`src/rtl/sid_voice_amp_pkg.sv`:
```
// Shared SID definitions used by the voice amplitude modulator.
//   reg12_t     : 12-bit unsigned register value (waveform)
//   amp_t       : 20-bit signed amplitude product
//   phase_t     : phase strobe vector, indexed by PHI1_PHI2 / PHI2_PHI1
//   amp_state_t : multiplier FSM states
//   amp_term()  : sign-extended, shifted partial product for one multiplier step
package sid;

  typedef logic        [11:0] reg12_t;
  typedef logic signed [19:0] amp_t;

  localparam int unsigned PHASE_W   = 2;
  localparam int unsigned PHI1_PHI2 = 0;
  localparam int unsigned PHI2_PHI1 = 1;
  typedef logic [PHASE_W-1:0] phase_t;

  localparam int unsigned AMP_STEPS = 8;

  typedef enum logic [1:0] {
    IDLE,
    MUL,
    DONE
  } amp_state_t;

  // Partial product of a signed 12-bit operand for bit position s of the multiplier.
  function automatic amp_t amp_term(logic signed [11:0] w, logic [2:0] s);
    logic [19:0] ext;
    ext = {{8{w[11]}}, w};
    return amp_t'(ext << s);
  endfunction

endpackage

```
`src/rtl/sid_voice_amp_if.sv`:
```
// Voice amplitude modulator bus.
//   phase     : phase strobes (only PHI2_PHI1 starts a multiply)
//   wav       : unsigned waveform, 12'h800 is zero level
//   env       : envelope 0..255
//   out       : signed product, held between updates
//   out_valid : 1-clk pulse when out updates
// master drives the operands, slave is the modulator.
interface sid_voice_amp_if;
  import sid::*;

  phase_t      phase;
  reg12_t      wav;
  logic [7:0]  env;
  amp_t        out;
  logic        out_valid;

  modport master (
    output phase,
    output wav,
    output env,
    input  out,
    input  out_valid
  );

  modport slave (
    input  phase,
    input  wav,
    input  env,
    output out,
    output out_valid
  );

endinterface

```
`src/rtl/sid_voice_amp.sv`:
```
// Voice amplitude modulator: multiplies the centred 12-bit waveform by the 8-bit envelope
// with an 8-step sequential shift-add multiplier. A PHI2_PHI1 strobe captures operands;
// the product appears on out with a 1-clk out_valid pulse 9 clocks after the capture edge.
// A strobe arriving while busy aborts the running product and restarts with new operands.
//
// Ports:
//   clk   : system clock
//   res_n : asynchronous active-low reset
//   bus   : sid_voice_amp_if.slave (phase, wav, env in; out, out_valid out)
//
// Build option: define SID_AMP_DC_EN to subtract DC_OFFSET from the centred waveform and
// saturate to 12-bit signed before multiplying (6581 zero-level model). Latency is the
// same in both builds.
module sid_voice_amp
  import sid::*;
#(
  parameter logic signed [11:0] DC_OFFSET = 12'sd0
) (
  input logic              clk,
  input logic              res_n,
  sid_voice_amp_if.slave   bus
);

  logic strobe;
  assign strobe = bus.phase[PHI2_PHI1];

  // wav - 2048 is just the MSB inverted, read as signed.
  logic signed [11:0] wav_centered;
  assign wav_centered = {~bus.wav[11], bus.wav[10:0]};

  logic signed [11:0] wav_cap;

`ifdef SID_AMP_DC_EN
  logic signed [12:0] wav_off;

  always_comb begin
    wav_off = {wav_centered[11], wav_centered} - {DC_OFFSET[11], DC_OFFSET};
    // Top two bits differ only when the 13-bit difference left the 12-bit range.
    unique case (wav_off[12:11])
      2'b01:   wav_cap = 12'sh7FF;
      2'b10:   wav_cap = -12'sh800;
      default: wav_cap = wav_off[11:0];
    endcase
  end
`else
  logic unused_dc_offset;
  assign unused_dc_offset = ^DC_OFFSET;

  assign wav_cap = wav_centered;
`endif

  logic unused_phase;
  assign unused_phase = ^bus.phase;

  amp_state_t         state_q, state_d;
  logic [2:0]         step_q, step_d;
  amp_t               acc_q, acc_d;
  logic signed [11:0] wav_q, wav_d;
  logic [7:0]         env_q, env_d;
  amp_t               out_q, out_d;
  logic               valid_q, valid_d;

  always_comb begin
    state_d = state_q;
    step_d  = step_q;
    acc_d   = acc_q;
    wav_d   = wav_q;
    env_d   = env_q;
    out_d   = out_q;
    valid_d = 1'b0;

    if (strobe) begin
      // Capture has priority over any state, which also implements the abort.
      wav_d   = wav_cap;
      env_d   = bus.env;
      acc_d   = '0;
      step_d  = '0;
      state_d = MUL;
    end else begin
      unique case (state_q)
        IDLE: begin
        end
        MUL: begin
          if (env_q[step_q]) begin
            acc_d = acc_q + amp_term(wav_q, step_q);
          end
          step_d = step_q + 3'd1;
          if (step_q == 3'(AMP_STEPS - 1)) begin
            state_d = DONE;
          end
        end
        DONE: begin
          out_d   = acc_q;
          valid_d = 1'b1;
          state_d = IDLE;
        end
        default: begin
          state_d = IDLE;
        end
      endcase
    end
  end

  always_ff @(posedge clk or negedge res_n) begin
    if (!res_n) begin
      state_q <= IDLE;
      step_q  <= '0;
      acc_q   <= '0;
      wav_q   <= '0;
      env_q   <= '0;
      out_q   <= '0;
      valid_q <= 1'b0;
    end else begin
      state_q <= state_d;
      step_q  <= step_d;
      acc_q   <= acc_d;
      wav_q   <= wav_d;
      env_q   <= env_d;
      out_q   <= out_d;
      valid_q <= valid_d;
    end
  end

  assign bus.out       = out_q;
  assign bus.out_valid = valid_q;

endmodule

```
`src/flat_wrapper.sv`:
```
// flat-port wrapper written by rule: the top's interface ports become plain ports
module sid_voice_amp_flat import sid::*;
#(
  parameter logic signed [11:0] DC_OFFSET = 12'sd0
)
  (clk, res_n, bus_phase, bus_wav, bus_env, bus_out, bus_out_valid);
  sid_voice_amp_if bus_i ();
  input logic clk;
  input logic res_n;
  input wire logic [$bits(bus_i.phase)-1:0] bus_phase;
  input wire logic [$bits(bus_i.wav)-1:0] bus_wav;
  input wire logic [$bits(bus_i.env)-1:0] bus_env;
  output wire logic [$bits(bus_i.out)-1:0] bus_out;
  output wire logic [$bits(bus_i.out_valid)-1:0] bus_out_valid;
  assign bus_i.phase = bus_phase;
  assign bus_i.wav = bus_wav;
  assign bus_i.env = bus_env;
  assign bus_out = bus_i.out;
  assign bus_out_valid = bus_i.out_valid;
  sid_voice_amp #(.DC_OFFSET(DC_OFFSET)) u_core (.clk(clk), .res_n(res_n), .bus(bus_i));
endmodule
```
`config.mk`:
```
export PLATFORM = sky130hd
export DESIGN_NAME = sid_voice_amp_flat
export DESIGN_NICKNAME = d
export VERILOG_FILES = /design/src/rtl/sid_voice_amp_pkg.sv /design/src/rtl/sid_voice_amp_if.sv /design/src/rtl/sid_voice_amp.sv /design/src/flat_wrapper.sv
export SDC_FILE = /design/constraint.sdc
export NUM_CORES = 1
export LEC_CHECK = 0
export CAP_MARGIN = 10
export CORE_UTILIZATION = 25
export DETAILED_ROUTE_END_ITERATION = 8
export HOLD_SLACK_MARGIN = 0.02
export PLACE_DENSITY = 0.48
export SKIP_CTS_REPAIR_TIMING = 1
export SYNTH_ARGS = -nofsm -noshare
export SYNTH_HDL_FRONTEND = slang
export SYNTH_SLANG_ARGS = --single-unit
```
`constraint.sdc`:
```
create_clock -name clk -period 3.8 [get_ports clk]
set_input_delay 0.38 -clock clk [delete_from_list [all_inputs] [get_ports clk]]
set_output_delay 0.38 -clock clk [all_outputs]
set_load 0.01 [all_outputs]
```
==> results of run 1 <==
## worst paths after layout
| check | start | endpoint |
|---|---|---|
| worst max-delay path | u_core.step_q[0] | u_core.acc_q[19] |
| worst min-delay path | res_n | u_core.bus.out[7] |
| worst max register to register | u_core.step_q[0] | u_core.acc_q[19] |
| worst min register to register | u_core.bus.out[7] | u_core.bus.out[7] |
| max in group asynchronous | res_n | u_core.wav_q[5] |
| min in group clk | u_core.bus.out[7] | u_core.bus.out[7] |
## flip-flops by register name, indices dropped and copies added, names as in the netlist
signal,flops
u_core.bus.out,20
u_core.step_q,3
u_core.bus.out_valid,1
u_core.state_q,2
u_core.acc_q,20
u_core.wav_q,12
u_core.env_q,8
## per-stage QoR
step	power [mW]	hold slack [ns]	util [%]
final	3.155	0.1049	32.73
after global routing	3.401	0.1784	32.73
after CTS	3.189	0.1406	32.73
after detailed placement	2.209	0.4957	30.50
after global placement	2.198	0.4865	30.50
after floorplan	1.869	0.08441	-
## final cells by class
class	count	area, um^2	share of cell area, %
Multi-Input combinational cell	306	2221	44.14
Sequential cell	66	1652	32.83
Timing Repair Buffer	57	525.5	10.45
Tap cell	211	264.0	5.247
Clock buffer	9	225.2	4.476
Clock inverter	7	117.6	2.338
Inverter	7	26.28	0.5223
## cells by family (layout without fill, tap and decap cells)
logic type	count (synthesis)	after routing	share of synthesized area (%)
and+or+nand+nor	112	112	12.98
AOI/OAI and AO/OA	104	104	16.71
DFF	66	66	41.47
muxes	59	59	16.87
buffers and inverters	26	80	2.891
adders and majority gates	22	22	7.100
xor gates and xnor gates	9	9	1.979
## report_power, final
group	leakage (nW)	internal, mW	switching, mW
Sequential	0.855	0.813	0.101
Clock	0.169	0.640	0.318
Combinational	1.19	0.551	0.732
## per-layer routing
| metal | vias up | wire length [um] | track usage (%) |
|---|---|---|---|
| li1 | 1571 | - | - |
| met1 | 1519 | 4842 | 16.94 |
| met2 | 44 | 4186 | 19.36 |
| met3 | 14 | 320 | 4.048 |
| met4 | 0 | 224 | 5.536 |
| met5 | - | 0 | 0 |
## layout by cell type, fill, tap and decap left out, types with 3 or more instances in the layout
cell type | Yosys | layout
o211ai_1 | 5 | 5
xor2_1 | 6 | 6
buf_4 | 0 | 14
nor2_1 | 20 | 20
clkbuf_16 | 0 | 9
clkdlybuf4s50_1 | 0 | 41
nand3_1 | 10 | 10
mux2_2 | 45 | 45
xnor2_1 | 3 | 3
mux2i_1 | 12 | 12
a21o_1 | 8 | 8
inv_1 | 7 | 7
nand2_1 | 51 | 51
dfrtp_1 | 66 | 66
nand2b_1 | 4 | 4
bufinv_16 | 0 | 3
and3_1 | 5 | 5
and4_1 | 3 | 3
o21ai_0 | 23 | 23
ha_1 | 21 | 21
nor3_1 | 6 | 6
a21oi_1 | 38 | 38
==> summary.txt, run 1 <==
maxcap violations: 0
number of I/O pins: 45
endpoints failing hold: 0
router iterations before antenna repair: 4
Mean Syn Cell Area: 10.01 um^2
length in cells of the worst reg-to-reg path: 11
Netlist cell types: 55
clock sinks: 66
Die ar.: 0.01644 mm^2
DR WL/cell: 14.44 um
flop-to-flop setup slack: 0.44 ns
fin nets: 493
# rows: 45
Crit path depth: 11
worst setup margin: 0.4431 ns
min Tclk post-route: 3.357 ns
dpl hpwl: 7.244 mm
Max stage delay cell, worst path: or4_1
final period utilization: 88.34%
Die X: 128.2 um
CTS buffer count: 9
Mapped Area: 0.003983 mm^2
DIE HEIGHT: 128.2 um
antenna viol nets, final: 0
outcome: completed
CP Capture Type: flop
Post-synth ARST share: 100.0%
Filler Cells Inserted: 1552
Core ar.: 0.01537 mm^2
worst path required time: 4.06 ns
DRC: 0
sequential-to-total area share from yosys stat: 41.47%
worst skew pair latency: 0.35 ns
post-synth top area share: 41.47%
clock skew: 0.007314 ns
critical path type: reg -> reg
Area after DPL: 0.004688 mm^2
pwr/cell area: 627.0 mW/mm^2
placed cell count: 647
fraction of layout cells with a size suffix above 1: 18.58%
Root Buffer: clkbuf_16
CP delay by family, top: compound AO/OA/AOI/OAI gates
via-per-instance ratio: 4.748
routability cong.: 0.8116
Ant. Diodes: 0
setup_tns: 0 ns
Initial Utilization: 25.91%
Yosys top cell by area: dfrtp_1
largest net degree at the start of global routing: 49
vias in the first global route: 3095
drt first-iter violations: 96
Setup-failing EPs final: 0
Most used DFF post-synth: dfrtp_1
Bufs and invs on worst path: 1
CTS max path bufs: 2
Mapped Nets: 444
Post-synth EDFFs: 0
Non-Filler Instances: 663
Yosys Warn Count: 0
htree depth: 3
CTS tree: done
Post-Route WL: 9.573 mm
Worst EP arrival: 3.62 ns
Tightest Hold Check Type: in -> async
gr usage total: 12.89%
Synth Instances: 398
Seq cells post-synth: 66
crit path cell chain: mux2_2, o21ai_0, mux2i_1, ha_1, a21oi_1, buf_4, a211oi_1, o21ai_0, and4_1, or4_1, a21oi_1
RSZ-0062 raised after global routing: false
first-pass GRT wire length: 16.01 mm
Syn-to-layout area delta: 26.33%
GR Overflow Total: 0
port bufs: 43
Achievable Freq: 0.2979 GHz
via count: 3148
Slew Viols, Final: 0
worst slack at placement: 0.4016 ns
Max transition margin: 33.91%
Largest stage delay, worst path: 0.46 ns
clock-pin slew on the worst setup and hold paths: 0.05 ns
VDD IR-drop max: 0.2568 mV
initial antenna violation count: 0
cell with the most instances after synthesis: dfrtp_1
Worst setup SP type: flop
Worst Path Max Fanout: 6
Final Instance Area: 0.005031 mm^2
slew at the pin closest to its max-slew limit: 0.9913 ns
Commonest cells post-synth: dfrtp_1 (66), nand2_1 (51), mux2_2 (45)
P_leak: 2.211 nW
ranking of synthesized cells by area: dfrtp_1 (41%), mux2_2 (13%), ha_1 (6.6%), nand2_1 (4.8%), a21oi_1 (4.8%)
Power figures use the tool's default switching activity.
==> inputs of run 2 (changes only) <==
CTS_CLUSTER_SIZE = 12   (was unset)
RECOVER_POWER = 100   (was unset)
==> run 2 against run 1 <==
Largest power group unchanged. Highest routed layer unchanged. First-iteration DRC count is 6.3% higher. The run now ends with capacitance limit, slew limit left. Final area is 0.47% lower. Count of clock-buffer cells in the layout stayed put. Global-route usage stayed put. Clock power hardly changed. Critical path type unchanged. Clock skew hardly changed. Critical endpoint is now u_core.acc_q[17]. Combinational power hardly changed. Worst setup slack worse by 0.031 ns. Utilization is 0.15 points lower. Total power is 0.40% lower. Via count is 0.32% lower.
==> summary.txt, run 2 (synthesis gave the netlist of run 1 again) <==
DIE HEIGHT: 128.2 um (unchanged)
CTS max path bufs: 2 (unchanged)
Largest stage delay, worst path: 0.66 ns (was 0.46 ns)
final core occ: 32.58% (was 32.73%)
Post-Route WL: 9.549 mm (was 9.573 mm)
DRC: 0 (unchanged)
fin nets: 493 (unchanged)
Min-Delay Endpoint: u_core.bus.out[7]
r2r startpoint: u_core.step_q[0] (unchanged)
CP delay by family, top: compound AO/OA/AOI/OAI gates (unchanged)
Non-Filler Instances: 663 (unchanged)
initial antenna violation count: 0 (unchanged)
routability cong.: 0.8116 (unchanged)
CTS tree: done (unchanged)
fraction of layout cells with a size suffix above 1: 17.26% (was 18.58%)
P_leak: 2.269 nW (was 2.211 nW)
Max transition margin: -60.60% (was 33.91%)
clock sinks: 66 (unchanged)
Worst EP arrival: 3.62 ns (about the same)
clock-pin slew on the worst setup and hold paths: 0.05 ns (about the same)
Die ar.: 0.01644 mm^2 (unchanged)
Die X: 128.2 um (unchanged)
min Tclk post-route: 3.387 ns (was 3.357 ns)
most common cell after layout, fill and taps aside: dfrtp_1 (unchanged)
DR WL/cell: 14.40 um (was 14.44 um)
Hold Crit Depth: 1
drt first-iter violations: 102 (was 96)
Final Instance Area: 0.005007 mm^2 (was 0.005031 mm^2)
Initial Utilization: 25.91% (unchanged)
Achievable Freq: 0.2952 GHz (was 0.2979 GHz)
Area after DPL: 0.004688 mm^2 (unchanged)
Core ar.: 0.01537 mm^2 (unchanged)
r2r endpoint: u_core.acc_q[17] (was u_core.acc_q[19])
pwr/cell area: 627.5 mW/mm^2 (was 627.0 mW/mm^2)
Ant. Diodes: 0 (unchanged)
setup_tns: 0 ns (unchanged)
# rows: 45 (unchanged)
router iterations before antenna repair: 4 (unchanged)
Worst setup SP type: flop (unchanged)
Syn-to-layout area delta: 25.73% (was 26.33%)
Root Buffer: clkbuf_16 (unchanged)
worst hold start: u_core.bus.out[7]
maxcap violations: 3 (was 0)
vias in the first global route: 3095 (unchanged)
htree depth: 3 (unchanged)
via count: 3138 (was 3148)
Tightest Hold Check Type: reg -> reg (was in -> async)
port bufs: 43 (unchanged)
largest net degree at the start of global routing: 49 (unchanged)
via-per-instance ratio: 4.733 (was 4.748)
most frequent cells in the layout: dfrtp_1 (66), nand2_1 (51), mux2_2 (45) (unchanged)
Worst Path Max Fanout: 6 (unchanged)
first-pass GRT wire length: 16.01 mm (unchanged)
number of I/O pins: 45 (unchanged)
RSZ-0062 raised after global routing: false (unchanged)
length in cells of the worst reg-to-reg path: 11 (unchanged)
failing checks: capacitance limit, slew limit
Bufs and invs on worst path: 1 (unchanged)
flop-to-flop setup slack: 0.41 ns (was 0.44 ns)
gr usage total: 12.89% (unchanged)
clock skew: 0.007238 ns (was 0.007314 ns)
outcome: finished, violations left (was completed)
antenna viol nets, final: 0 (unchanged)
CTS buffer count: 9 (unchanged)
critical path type: reg -> reg (unchanged)
Slew Viols, Final: 90 (was 0)
Max stage delay cell, worst path: a2111oi_0 (was or4_1)
worst path required time: 4.03 ns (was 4.06 ns)
dpl hpwl: 7.244 mm (unchanged)
placed cell count: 647 (unchanged)
VDD IR-drop max: 0.2578 mV (was 0.2568 mV)
worst skew pair latency: 0.35 ns (about the same)
crit path cell chain: buf_4, mux2i_1, and2_0, o31ai_1, ha_1, a21oi_1, o21ai_0, o21bai_1, a2111oi_0, nor3_1, o31a_1 (was mux2_2, o21ai_0, mux2i_1, ha_1, a21oi_1, buf_4, a211oi_1, o21ai_0, and4_1, or4_1, a21oi_1)
endpoints failing hold: 0 (unchanged)
GR Overflow Total: 0 (unchanged)
Setup-failing EPs final: 0 (unchanged)
slew at the pin closest to its max-slew limit: 2.409 ns (was 0.9913 ns)
final period utilization: 89.14% (was 88.34%)
CP Capture Type: flop (unchanged)
[run 2: per-stage QoR]
stage / hold WS, ns / total power [mW] / setup WS (ns)
final: 0.4979 / 3.142 / 0.4126
after global routing: 0.5200 / 3.390 / 0.1194
after CTS: 0.1406 / 3.189 / 0.4079
after detailed placement: 0.4957 / 2.209 / 0.4016
after global placement: 0.4865 / 2.198 / 0.4383
after floorplan: 0.08441 / 1.869 / 0.4162
[run 2: where the power goes]
group	switching (mW)	internal, mW	total, mW
combinational	0.727	0.543	1.27
sequential	0.100	0.813	0.914
clock	0.318	0.640	0.958
[run 2: final cells by class]
| class | count | area [um^2] |
|---|---|---|
| fillers | 1556 | 10360 |
| inverters | 7 | 26.28 |
| flip-flops and latches | 66 | 1652 |
| repair buffers | 57 | 513.0 |
| multi-input cells | 306 | 2210 |
| clock buffers | 9 | 225.2 |
| clock inverters | 7 | 117.6 |
| well taps | 211 | 264.0 |
[run 2: worst max path at each step]
stage	start	to	slack, ns	cells past startpoint
6_report	u_core.step_q[0]	u_core.acc_q[17]	0.41	11
5_1_grt	u_core.step_q[0]	u_core.acc_q[17]	0.12	11
4_1_cts	u_core.step_q[0]	u_core.acc_q[18]	0.41	11
3_5_place_dp	u_core.step_q[0]	u_core.acc_q[18]	0.40	11
3_3_place_gp	u_core.step_q[0]	u_core.acc_q[18]	0.44	11
2_1_floorplan	u_core.step_q[0]	u_core.acc_q[18]	0.42	12
[run 2: routing by layer]
metal | track usage [%] | vias up | wire (um)
met3 | 4.048 | 11 | 313
met2 | 19.36 | 40 | 4209
met4 | 5.536 | 0 | 150
met5 | 0 | - | 0
li1 | - | 1575 | -
met1 | 16.94 | 1512 | 4876
